`config.mk`:
```
export PLATFORM = sky130hd
export DESIGN_NAME = seq_alu_flat
export DESIGN_NICKNAME = d
export VERILOG_FILES = /design/src/rtl/seq_alu_if.sv /design/src/rtl/seq_alu.sv /design/src/flat_wrapper.sv
export SDC_FILE = /design/constraint.sdc
export NUM_CORES = 1
export LEC_CHECK = 0
export ABC_AREA = 0
export BUFFER_PORTS_ARGS = -buffer_cell sky130_fd_sc_hd__buf_2
export CORE_ASPECT_RATIO = 0.5
export CORE_MARGIN = 4
export CORE_UTILIZATION = 37
export CTS_BUF_LIST = sky130_fd_sc_hd__clkbuf_16
export DETAILED_ROUTE_END_ITERATION = 10
export GPL_TIMING_DRIVEN = 0
export HOLD_SLACK_MARGIN = 0.06
export PLACE_DENSITY = 0.57
export SLEW_MARGIN = 5
export SYNTH_ARGS = -nofsm -noshare
export SYNTH_HDL_FRONTEND = slang
export SYNTH_SLANG_ARGS = --single-unit
export TNS_END_PERCENT = 5
```
`constraint.sdc`:
```
create_clock -name clk_i -period 7.6 [get_ports clk_i]
set_input_delay 0.38 -clock clk_i [delete_from_list [all_inputs] [get_ports clk_i]]
set_output_delay 0.38 -clock clk_i [all_outputs]
set_load 0.005 [all_outputs]
```
`src/rtl/seq_alu_if.sv`:
```
// Request/response bundle for seq_alu: operands and op select in, registered result and flags out.
interface seq_alu_if #(
  parameter int WIDTH = 16
);
  logic [WIDTH-1:0] a_i;
  logic [WIDTH-1:0] b_i;
  logic [5:0]       fun_sel_i;
  logic             wf_i;
  logic             in_valid_i;
  logic             in_ready_o;
  logic             out_valid_o;
  logic [WIDTH-1:0] alu_out_o;
  logic [WIDTH-1:0] alu_out_hi_o;
  logic [3:0]       flags_out_o;

  modport master (
    output a_i, b_i, fun_sel_i, wf_i, in_valid_i,
    input  in_ready_o, out_valid_o, alu_out_o, alu_out_hi_o, flags_out_o
  );

  modport slave (
    input  a_i, b_i, fun_sel_i, wf_i, in_valid_i,
    output in_ready_o, out_valid_o, alu_out_o, alu_out_hi_o, flags_out_o
  );
endinterface

```
`src/rtl/seq_alu.sv`:
```
// Registered full/half-width ALU with valid/ready request port and {Z,C,N,O} flag register.
// Define ALU_MUL_EN to build the iterative shift-add unsigned multiplier (FunSel[5]).
module seq_alu #(
  parameter int WIDTH = 16
) (
  input  logic       clk_i,
  input  logic       rst_ni,
  seq_alu_if.slave   bus
);
  localparam int H = WIDTH / 2;

  logic [WIDTH-1:0]       alu_out_q, alu_out_d;
  logic [WIDTH-1:0]       alu_out_hi_q, alu_out_hi_d;
  logic [3:0]             flags_q, flags_d;
  logic                   out_valid_q, out_valid_d;
  logic                   in_ready;
  logic                   accept;
  logic                   is_mul;

  logic [1:0][WIDTH-1:0]  core_res;
  logic [1:0]             core_c;
  logic [1:0]             core_o;
  logic [WIDTH-1:0]       op_res;
  logic                   op_c, op_o, op_n, op_z;

  assign is_mul = bus.fun_sel_i[5];
  assign accept = bus.in_valid_i & in_ready;

  // Core 0 handles the half-width view, core 1 the full width; flags come from each core's own MSB.
  for (genvar gi = 0; gi < 2; gi++) begin : g_core
    localparam int NW = (gi == 1) ? WIDTH : H;
    logic [NW-1:0] a_w, b_w, res_w;
    logic [NW:0]   sum_w;
    logic          cin_w, c_w, o_w;

    assign a_w   = bus.a_i[NW-1:0];
    assign b_w   = bus.b_i[NW-1:0];
    assign cin_w = flags_q[2];

    always_comb begin
      sum_w = '0;
      res_w = '0;
      c_w   = flags_q[2];
      o_w   = flags_q[0];
      case (bus.fun_sel_i[3:0])
        4'd0:  res_w = a_w;
        4'd1:  res_w = b_w;
        4'd2:  res_w = ~a_w;
        4'd3:  res_w = ~b_w;
        4'd4, 4'd5: begin
          sum_w = {1'b0, a_w} + {1'b0, b_w}
                + {{NW{1'b0}}, (bus.fun_sel_i[3:0] == 4'd5) & cin_w};
          res_w = sum_w[NW-1:0];
          c_w   = sum_w[NW];
          o_w   = (a_w[NW-1] == b_w[NW-1]) && (res_w[NW-1] != a_w[NW-1]);
        end
        4'd6: begin
          sum_w = {1'b0, a_w} + {1'b0, ~b_w} + {{NW{1'b0}}, 1'b1};
          res_w = sum_w[NW-1:0];
          c_w   = ~sum_w[NW];  // no carry out means A < B
          o_w   = (a_w[NW-1] != b_w[NW-1]) && (res_w[NW-1] != a_w[NW-1]);
        end
        4'd7:  res_w = a_w & b_w;
        4'd8:  res_w = a_w | b_w;
        4'd9:  res_w = a_w ^ b_w;
        4'd10: res_w = ~(a_w & b_w);
        4'd11: begin res_w = {a_w[NW-2:0], 1'b0};      c_w = a_w[NW-1]; end
        4'd12: begin res_w = {1'b0, a_w[NW-1:1]};      c_w = a_w[0];    end
        4'd13: begin res_w = {a_w[NW-1], a_w[NW-1:1]}; c_w = a_w[0];    end
        4'd14: begin res_w = {a_w[NW-2:0], cin_w};     c_w = a_w[NW-1]; end
        4'd15: begin res_w = {cin_w, a_w[NW-1:1]};     c_w = a_w[0];    end
        default: res_w = '0;
      endcase
    end

    assign core_res[gi] = WIDTH'(res_w);
    assign core_c[gi]   = c_w;
    assign core_o[gi]   = o_w;
  end

  always_comb begin
    op_res = bus.fun_sel_i[4] ? core_res[1] : core_res[0];
    op_c   = bus.fun_sel_i[4] ? core_c[1]   : core_c[0];
    op_o   = bus.fun_sel_i[4] ? core_o[1]   : core_o[0];
    op_n   = bus.fun_sel_i[4] ? op_res[WIDTH-1] : op_res[H-1];
  end

  assign op_z = (op_res == '0);

`ifdef ALU_MUL_EN
  localparam int CW = $clog2(WIDTH) + 1;

  typedef enum logic {S_IDLE, S_MUL} state_t;

  state_t               state_q, state_d;
  logic [CW-1:0]        cnt_q, cnt_d;
  logic [2*WIDTH-1:0]   prod_q, prod_d;
  logic [WIDTH-1:0]     mcand_q, mcand_d;
  logic                 wf_q, wf_d;
  logic                 mul_done;
  logic [WIDTH:0]       mul_sum;

  always_ff @(posedge clk_i or negedge rst_ni) begin
    if (!rst_ni) begin
      state_q <= S_IDLE;
    end else begin
      state_q <= state_d;
    end
  end

  always_comb begin
    state_d = state_q;
    case (state_q)
      S_IDLE:  if (accept && is_mul) state_d = S_MUL;
      S_MUL:   if (cnt_q == CW'(WIDTH)) state_d = S_IDLE;
      default: state_d = S_IDLE;
    endcase
  end

  always_comb begin
    in_ready = (state_q == S_IDLE);
    mul_done = (state_q == S_MUL) && (cnt_q == CW'(WIDTH));
  end

  // Product register holds {partial high, remaining multiplier bits}; one add-and-shift per cycle.
  always_comb begin
    mcand_d = mcand_q;
    prod_d  = prod_q;
    cnt_d   = cnt_q;
    wf_d    = wf_q;
    mul_sum = {1'b0, prod_q[2*WIDTH-1:WIDTH]} + (prod_q[0] ? {1'b0, mcand_q} : '0);
    if (accept && is_mul) begin
      mcand_d = bus.a_i;
      prod_d  = {{WIDTH{1'b0}}, bus.b_i};
      cnt_d   = '0;
      wf_d    = bus.wf_i;
    end else if ((state_q == S_MUL) && !mul_done) begin
      prod_d  = {mul_sum, prod_q[WIDTH-1:1]};
      cnt_d   = cnt_q + 1'b1;
    end
  end

  always_ff @(posedge clk_i or negedge rst_ni) begin
    if (!rst_ni) begin
      mcand_q <= '0;
      prod_q  <= '0;
      cnt_q   <= '0;
      wf_q    <= 1'b0;
    end else begin
      mcand_q <= mcand_d;
      prod_q  <= prod_d;
      cnt_q   <= cnt_d;
      wf_q    <= wf_d;
    end
  end
`else
  assign in_ready = 1'b1;
`endif

  always_comb begin
    alu_out_d    = alu_out_q;
    alu_out_hi_d = alu_out_hi_q;
    flags_d      = flags_q;
    out_valid_d  = 1'b0;
    if (accept && !is_mul) begin
      alu_out_d    = op_res;
      alu_out_hi_d = '0;
      out_valid_d  = 1'b1;
      if (bus.wf_i) flags_d = {op_z, op_c, op_n, op_o};
    end
`ifdef ALU_MUL_EN
    if (mul_done) begin
      alu_out_d    = prod_q[WIDTH-1:0];
      alu_out_hi_d = prod_q[2*WIDTH-1:WIDTH];
      out_valid_d  = 1'b1;
      if (wf_q) flags_d = {prod_q == '0, |prod_q[2*WIDTH-1:WIDTH], 1'b0, |prod_q[2*WIDTH-1:WIDTH]};
    end
`else
    if (accept && is_mul) begin
      alu_out_d    = '0;
      alu_out_hi_d = '0;
      out_valid_d  = 1'b1;
    end
`endif
  end

  always_ff @(posedge clk_i or negedge rst_ni) begin
    if (!rst_ni) begin
      alu_out_q    <= '0;
      alu_out_hi_q <= '0;
      flags_q      <= '0;
      out_valid_q  <= 1'b0;
    end else begin
      alu_out_q    <= alu_out_d;
      alu_out_hi_q <= alu_out_hi_d;
      flags_q      <= flags_d;
      out_valid_q  <= out_valid_d;
    end
  end

  assign bus.in_ready_o   = in_ready;
  assign bus.out_valid_o  = out_valid_q;
  assign bus.alu_out_o    = alu_out_q;
  assign bus.alu_out_hi_o = alu_out_hi_q;
  assign bus.flags_out_o  = flags_q;

endmodule

```
`src/flat_wrapper.sv`:
```
// flat-port wrapper written by rule: the top's interface ports become plain ports
module seq_alu_flat 
#(
  parameter int WIDTH = 16
)
  (clk_i, rst_ni, bus_a_i, bus_b_i, bus_fun_sel_i, bus_wf_i, bus_in_valid_i, bus_in_ready_o, bus_out_valid_o, bus_alu_out_o, bus_alu_out_hi_o, bus_flags_out_o);
  seq_alu_if #(.WIDTH(WIDTH)) bus_i ();
  input  logic clk_i;
  input  logic rst_ni;
  input wire logic [$bits(bus_i.a_i)-1:0] bus_a_i;
  input wire logic [$bits(bus_i.b_i)-1:0] bus_b_i;
  input wire logic [$bits(bus_i.fun_sel_i)-1:0] bus_fun_sel_i;
  input wire logic [$bits(bus_i.wf_i)-1:0] bus_wf_i;
  input wire logic [$bits(bus_i.in_valid_i)-1:0] bus_in_valid_i;
  output wire logic [$bits(bus_i.in_ready_o)-1:0] bus_in_ready_o;
  output wire logic [$bits(bus_i.out_valid_o)-1:0] bus_out_valid_o;
  output wire logic [$bits(bus_i.alu_out_o)-1:0] bus_alu_out_o;
  output wire logic [$bits(bus_i.alu_out_hi_o)-1:0] bus_alu_out_hi_o;
  output wire logic [$bits(bus_i.flags_out_o)-1:0] bus_flags_out_o;
  assign bus_i.a_i = bus_a_i;
  assign bus_i.b_i = bus_b_i;
  assign bus_i.fun_sel_i = bus_fun_sel_i;
  assign bus_i.wf_i = bus_wf_i;
  assign bus_i.in_valid_i = bus_in_valid_i;
  assign bus_in_ready_o = bus_i.in_ready_o;
  assign bus_out_valid_o = bus_i.out_valid_o;
  assign bus_alu_out_o = bus_i.alu_out_o;
  assign bus_alu_out_hi_o = bus_i.alu_out_hi_o;
  assign bus_flags_out_o = bus_i.flags_out_o;
  seq_alu #(.WIDTH(WIDTH)) u_core (.clk_i(clk_i), .rst_ni(rst_ni), .bus(bus_i));
endmodule
```
==> results of run 1 <==
==> cells in the final DEF, fill, tap and decap left out, drive strengths merged, types with 16 or more instances in the layout <==
cell | netlist | routed
buf | 49 | 111
inv | 56 | 57
nor2 | 54 | 54
a21oi | 49 | 49
ha | 48 | 48
o21ai | 42 | 42
nand2 | 39 | 39
clkbuf | 27 | 30
nor3 | 29 | 29
nand3 | 21 | 21
dfrtp | 21 | 21
conb | 2 | 17
nand2b | 16 | 16
==> cell families (layout without fill, tap and decap cells) <==
logic type	Yosys count	in the layout	synth area share [%]
AO/OA/AOI/OAI	265	265	38.0
buffers and inverters	133	199	12.1
adder cells (fa/ha/maj)	51	51	12.6
XOR/XNOR	7	7	1.17
other	2	17	0.143
flip-flops	21	21	10.0
AND/OR/NAND/NOR	225	225	22.3
multiplexers	17	17	3.74
==> registers in the layout (all words and copies together), names as in the netlist <==
name and count:
u_core.bus.alu_out_o 16, u_core.bus.flags_out_o 4, u_core.bus.out_valid_o 1
==> metrics by stage <==
stage	hold slack [ns]	util, %	instance area (um^2)	power (uW)	setup WS, ns
after global placement	0.364	42.7	5860	530	2.56
after detailed placement	0.360	42.7	5860	529	2.61
after CTS	0.0964	43.3	5930	640	2.83
after global routing	0.114	43.3	5930	690	2.43
after floorplan	0.0844	-	5310	385	3.96
final	0.0803	43.3	5930	656	2.46
==> worst max path at each step <==
stage,startpoint,endpoint,slack [ns],depth (start not counted)
after CTS,bus_fun_sel_i[3],u_core.bus.flags_out_o[2],2.83,16
after global routing,bus_fun_sel_i[3],u_core.bus.flags_out_o[2],2.43,16
final,bus_fun_sel_i[3],u_core.bus.flags_out_o[2],2.46,16
after detailed placement,bus_fun_sel_i[3],u_core.bus.flags_out_o[2],2.61,16
after global placement,bus_fun_sel_i[3],u_core.bus.flags_out_o[2],2.56,16
after floorplan,bus_fun_sel_i[0],u_core.bus.flags_out_o[3],3.96,16
==> cell type report <==
class	count	area share, %
Clock inverter	1	0.0633
Sequential cell	21	8.86
Timing Repair Buffer	62	5.23
Clock buffer	3	1.27
Inverter	57	3.61
Buffer	76	7.08
Tap cell	192	4.05
Multi-Input combinational cell	582	69.9
==> worst register-to-register path, cell delays in order, from the launching register on <==
cell	delay, ns
dfrtp_1	0.50
nand3_1	0.18
fa_1	0.48
fa_1	0.50
nand2b_1	0.20
a21oi_1	0.48
o21a_1	0.29
o21ai_1	0.17
a311o_1	0.38
o21a_1	0.18
nor2b_1	0.19
o311ai_0	0.16
a31oi_1	0.38
==> report_power, final <==
group          total (uW)  internal (uW)  switching [uW]
Clock                 108           70.0            37.8
Sequential            136            125            11.1
Combinational         412            146             266
==> metal layers <==
layer | routed length [um] | global-route usage, % | vias to the layer above
li1 | - | - | 2840
met1 | 11300 | 44.5 | 3032
met2 | 9610 | 41.3 | 496
met3 | 3670 | 9.18 | 57
met4 | 580 | 6.24 | 0
met5 | 0 | 0 | -
==> qor.csv, run 1 <==
stage,metric,value,unit
logic_synthesis,"EDFF count, synth",0,
layout,Seq. cell area,526,um^2
setup_path,CP Buf/Inv Count,3,
setup_path,worst-path cell chain,"buf_2, buf_4, buf_2, nor2b_1, nand3_1, fa_1, fa_1, nand2b_1, a21oi_1, o21a_1, o21ai_1, a311o_1, o21a_1, nor2b_1, o311ai_0, a31oi_1",
layout,nets,896,
setup_path,Worst path max stage delay,0.64,ns
detailed_routing,TritonRoute pass-1 iters,6,
grt,initial antenna violation count,0,
clock_network,Hold Buf Count CTS,0,
timing,Worst Max-Slew Pin Slew,1.10,ns
clock_network,H-tree depth,1,
layout,# diodes,0,
timing,Final period util,67.7,%
timing,endpoints failing setup,0,
layout,Synth-to-Final Area Change,13.1,%
timing,Fmax achieved,0.194,GHz
flow_run,max cap viols,0,
clock_network,clk sinks,21,
floorplan,Starting Density,38.3,%
logic_synthesis,sequential share of the synthesized area,10.0,%
setup_path,Crit path max-delay family,compound AO/OA/AOI/OAI gates,
setup_path,R2R depth,12,
setup_path,Crit Path Max Fanout,10,
grt,"Remaining Overflow, GRT",0,
clock_network,Max clock buf depth,2,
clock_network,"Clk Latency, worst-skew pair",0.25,ns
grt,GR Util All Layers,29.8,%
floorplan,row count,30,
floorplan,die width,176,um
setup_path,r2r endpoint,u_core.bus.flags_out_o[2],
logic_synthesis,Yosys top cell area share,11.4,%
floorplan,total core area,13700,um^2
clock_network,setup bufs post-CTS,0,
layout,footprint of the multi-input gates,4150,um^2
logic_synthesis,cell type with the largest total area after synthesis,ha_1,
placement,placed insts,990,
timing,worst clock skew,0.00158,ns
setup_path,WP data required,7.71,ns
timing,Slew Limit Fails,0,
detailed_routing,wire per inst,25.3,um
setup_path,CP Data Arrival Time,5.25,ns
power,power per cell area,111,nW/um^2
floorplan,io pins,80,
floorplan,area of the die,16300,um^2
logic_synthesis,"count leader, synth",inv_1,
clock_network,TritonCTS clock tree,yes,
run_status,outcome,"finished, final reports clean",
setup_path,Crit. End Element,flop,
timing,Max-Slew Margin vs Limit,26.5,%
clock_network,cts bufs inserted,3,
placement,IO buf count,62,
timing,Tmin final,5.14,ns
logic_synthesis,synthesized area,5250,um^2
detailed_routing,routed via count,6425,
detailed_routing,ANT nets after route,0,
detailed_routing,Via density,6.46,
placement,Final GP Congestion,1.00,
detailed_routing,DRC,0,
logic_synthesis,syn_area_per_cell,7.28,um^2
logic_synthesis,post-synth cell types,90,
logic_synthesis,YS warnings,0,
setup_path,WS Path Type,input pin to flop,
clock_network,clock-pin slew on the worst setup and hold paths,0.06,ns
setup_path,reg2reg start,u_core.bus.flags_out_o[2],
logic_synthesis,top post-synthesis cells by area,"ha_1, dfrtp_1, a21oi_1, inv_1, nor2_1",
detailed_routing,final WL,25200,um
logic_synthesis,Main synth FF type,dfrtp_1,
grt,pin count of the biggest net entering global routing,22,
logic_synthesis,Mapped Cells,721,
timing,setup TNS,0,ns
placement,DP HPWL,19300,um
setup_path,crit path max-delay cell type,nor2b_1,
min_path,Hold Path Class,input pin to asynchronous set/reset pin,
floorplan,Die Span Y,92.2,um
setup_path,"reg-to-reg slack, setup",3.36,ns
layout,layout cells sized above 1,17.7,%
power,maximum vdd drop,115,uV
logic_synthesis,most frequent cells after synthesis,"inv_1, nor2_1, a21oi_1",
timing,Final Hold Viols,0,
clock_network,post-CTS resize count,0,
clock_network,Root Driver,clkbuf_16,
logic_synthesis,#FFs+latches synth,21,
layout,FILL cells,1474,
layout,final cell count without fillers,994,
timing,RSZ-0062 raised after global routing,false,
grt,vias in the first global route,5902,
logic_synthesis,asr flop ratio synth,100,%
power,Leakage,0.00261,uW
setup_path,CP startpoint kind,input pin,
grt,global-route wire length before repair,37300,um
detailed_routing,DR iter-0 viols,990,
No activity file was read; power rests on OpenSTA's default activity.
==> run 2: changes to the inputs <==
Clock period 7.6 ns to 5.2 ns, I/O delays scaled along.
==> run 2 against run 1 <==
Net effect: worst hold slack improved by 0.20 ns; design area is 0.17% higher; utilization up 0.073 points; highest routed layer unchanged.
==> qor.csv, run 2 (synthesized netlist as in run 1, its figures left out) <==
stage,metric,value,unit,change
setup_path,crit path max-delay cell type,nor2b_1,,
layout,max reg flops,16,,unchanged
timing,setup TNS,0,ns,unchanged
detailed_routing,DR iter-0 viols,1047,,+5.8%
detailed_routing,TritonRoute pass-1 iters,5,,-1
detailed_routing,DRC,0,,unchanged
setup_path,CP Data Arrival Time,5.05,ns,-0.20 ns
grt,initial antenna violation count,0,,unchanged
layout,Post-Route Utilization,43.4,%,+0.073 points
flow_run,max cap viols,0,,unchanged
layout,FILL cells,1473,,-0.068%
layout,footprint of the multi-input gates,4150,um^2,unchanged
setup_path,WP data required,5.32,ns,-2.39 ns
power,Leakage,0.00261,uW,+0.16%
clock_network,Root Driver,clkbuf_16,,
floorplan,total core area,13700,um^2,unchanged
detailed_routing,Via density,6.42,,-0.69%
layout,Seq. cell area,526,um^2,unchanged
clock_network,clk sinks,21,,unchanged
power,maximum vdd drop,168,uV,+45%
timing,worst clock skew,0.000876,ns,-0.000706 ns
placement,placed insts,990,,unchanged
layout,"most common cell after layout, fill and taps aside",buf_2,,
floorplan,Die Span Y,92.2,um,unchanged
timing,Final period util,94.8,%,
power,power per cell area,161,nW/um^2,+45%
layout,final cell count without fillers,995,,+0.10%
timing,endpoints failing setup,0,,unchanged
setup_path,Crit Path Max Fanout,10,,unchanged
floorplan,Starting Density,38.3,%,unchanged
floorplan,die width,176,um,unchanged
timing,Worst Max-Slew Pin Slew,1.13,ns,+0.0310 ns
setup_path,Worst path max stage delay,0.66,ns,+0.02 ns
floorplan,row count,30,,unchanged
detailed_routing,ANT nets after route,0,,unchanged
timing,Tmin final,4.93,ns,
timing,Slew Limit Fails,0,,unchanged
setup_path,CP Buf/Inv Count,3,,unchanged
layout,layout cells sized above 1,17.7,%,-0.022 points
setup_path,WS Path Type,input pin to flop,,
placement,Final GP Congestion,1.00,,unchanged
setup_path,Crit. End Element,flop,,
min_path,Hold Path Class,input pin to flop,,
setup_path,CP startpoint kind,input pin,,
setup_path,Crit path max-delay family,compound AO/OA/AOI/OAI gates,,
layout,most frequent cells in the layout,"buf_2, inv_1, nor2_1",,
clock_network,Hold Buf Count CTS,1,,+1
clock_network,H-tree depth,1,,unchanged
timing,Hold WS,0.282,ns,+0.202 ns
detailed_routing,routed via count,6387,,-0.59%
setup_path,worst-path cell chain,"buf_2, buf_4, buf_2, nor2b_1, nand3_1, fa_1, fa_1, nand2b_1, a21oi_1, o21a_1, o21ai_1, a311o_1, o21a_1, nor2b_1, o311ai_0, a31oi_1",,
placement,DP HPWL,19300,um,unchanged
timing,Fmax achieved,0.203,GHz,
layout,Synth-to-Final Area Change,13.3,%,
grt,pin count of the biggest net entering global routing,22,,unchanged
detailed_routing,final WL,25100,um,-0.20%
detailed_routing,wire per inst,25.2,um,-0.30%
clock_network,Max clock buf depth,2,,unchanged
clock_network,post-CTS resize count,0,,unchanged
grt,vias in the first global route,5896,,-0.10%
clock_network,clock-pin slew on the worst setup and hold paths,0.05,ns,about the same
timing,Final Hold Viols,0,,unchanged
clock_network,cts bufs inserted,3,,unchanged
placement,IO buf count,62,,unchanged
clock_network,setup bufs post-CTS,0,,unchanged
run_status,outcome,"finished, final reports clean",,
timing,Max-Slew Margin vs Limit,24.5,%,-2.1 points
floorplan,area of the die,16300,um^2,unchanged
clock_network,TritonCTS clock tree,yes,,
layout,nets,897,,+0.11%
floorplan,io pins,80,,unchanged
grt,global-route wire length before repair,37300,um,about the same
grt,"Remaining Overflow, GRT",0,,unchanged
timing,RSZ-0062 raised after global routing,false,,
layout,# diodes,0,,unchanged
clock_network,"Clk Latency, worst-skew pair",0.25,ns,about the same
grt,GR Util All Layers,29.8,%,about the same
-- run 2: changes by cell type in the layout (fill, tap and decap cells not counted) --
cell,previous run,this run
dlygate4sd3_1,0,1
-- run 2: layer usage --
| layer | track usage (%) | vias up | wire, um |
|---|---|---|---|
| met2 | 41.3 | 486 | 9630 |
| met5 | 0 | - | 0 |
| li1 | - | 2850 | - |
| met4 | 6.24 | 0 | 480 |
| met1 | 44.5 | 3004 | 11500 |
| met3 | 9.18 | 47 | 3460 |
-- run 2: final cells by class --
cell class	instances	area share [%]
plain buffers	76	7.07
clock buffers	3	1.26
clock inverters	1	0.0631
inverters	57	3.60
multi-input cells	582	69.7
flip-flops and latches	21	8.84
well taps	192	4.04
repair buffers	63	5.39
-- run 2: stage by stage --
step | cell area [um^2] | setup slack (ns) | power, uW
6_report | 5940 | 0.268 | 956
2_1_floorplan | 5310 | 1.68 | 562
5_1_grt | 5940 | 0.152 | 1010
3_3_place_gp | 5860 | 0.285 | 775
3_5_place_dp | 5860 | 0.332 | 773
4_1_cts | 5940 | 0.549 | 936
-- run 2: worst register-to-register path, stage by stage (launching register included) --
cell	delay, ns
dfrtp_1	0.50
nand3_1	0.17
fa_1	0.48
fa_1	0.49
nand2b_1	0.20
a21oi_1	0.44
o21a_1	0.29
o21ai_1	0.17
a311o_1	0.38
o21a_1	0.18
nor2b_1	0.20
o311ai_0	0.16
a31oi_1	0.34
-- run 2: report_power, final --
part / total [uW] / internal [uW] / switching, uW / leakage [uW]
combinational: 602 / 214 / 388 / 0.00230
sequential: 199 / 183 / 16.1 / 0.000273
clock: 155 / 102 / 53.1 / 0.0000423
total: 956 / 499 / 457 / 0.00261
-- run 2: worst paths after layout --
kind	startpoint	to	slack (ns)	cells past startpoint
worst min register to register	u_core.bus.alu_out_o[3]	u_core.bus.alu_out_o[3]	0.49	1
worst max-delay path	bus_fun_sel_i[3]	u_core.bus.flags_out_o[2]	0.27	16
worst max register to register	u_core.bus.flags_out_o[2]	u_core.bus.flags_out_o[2]	1.07	12
worst min-delay path	bus_in_valid_i	u_core.bus.out_valid_o	0.28	2
min in group asynchronous	rst_ni	u_core.bus.alu_out_o[14]	0.50	2
max in group asynchronous	rst_ni	u_core.bus.alu_out_o[12]	4.37	2
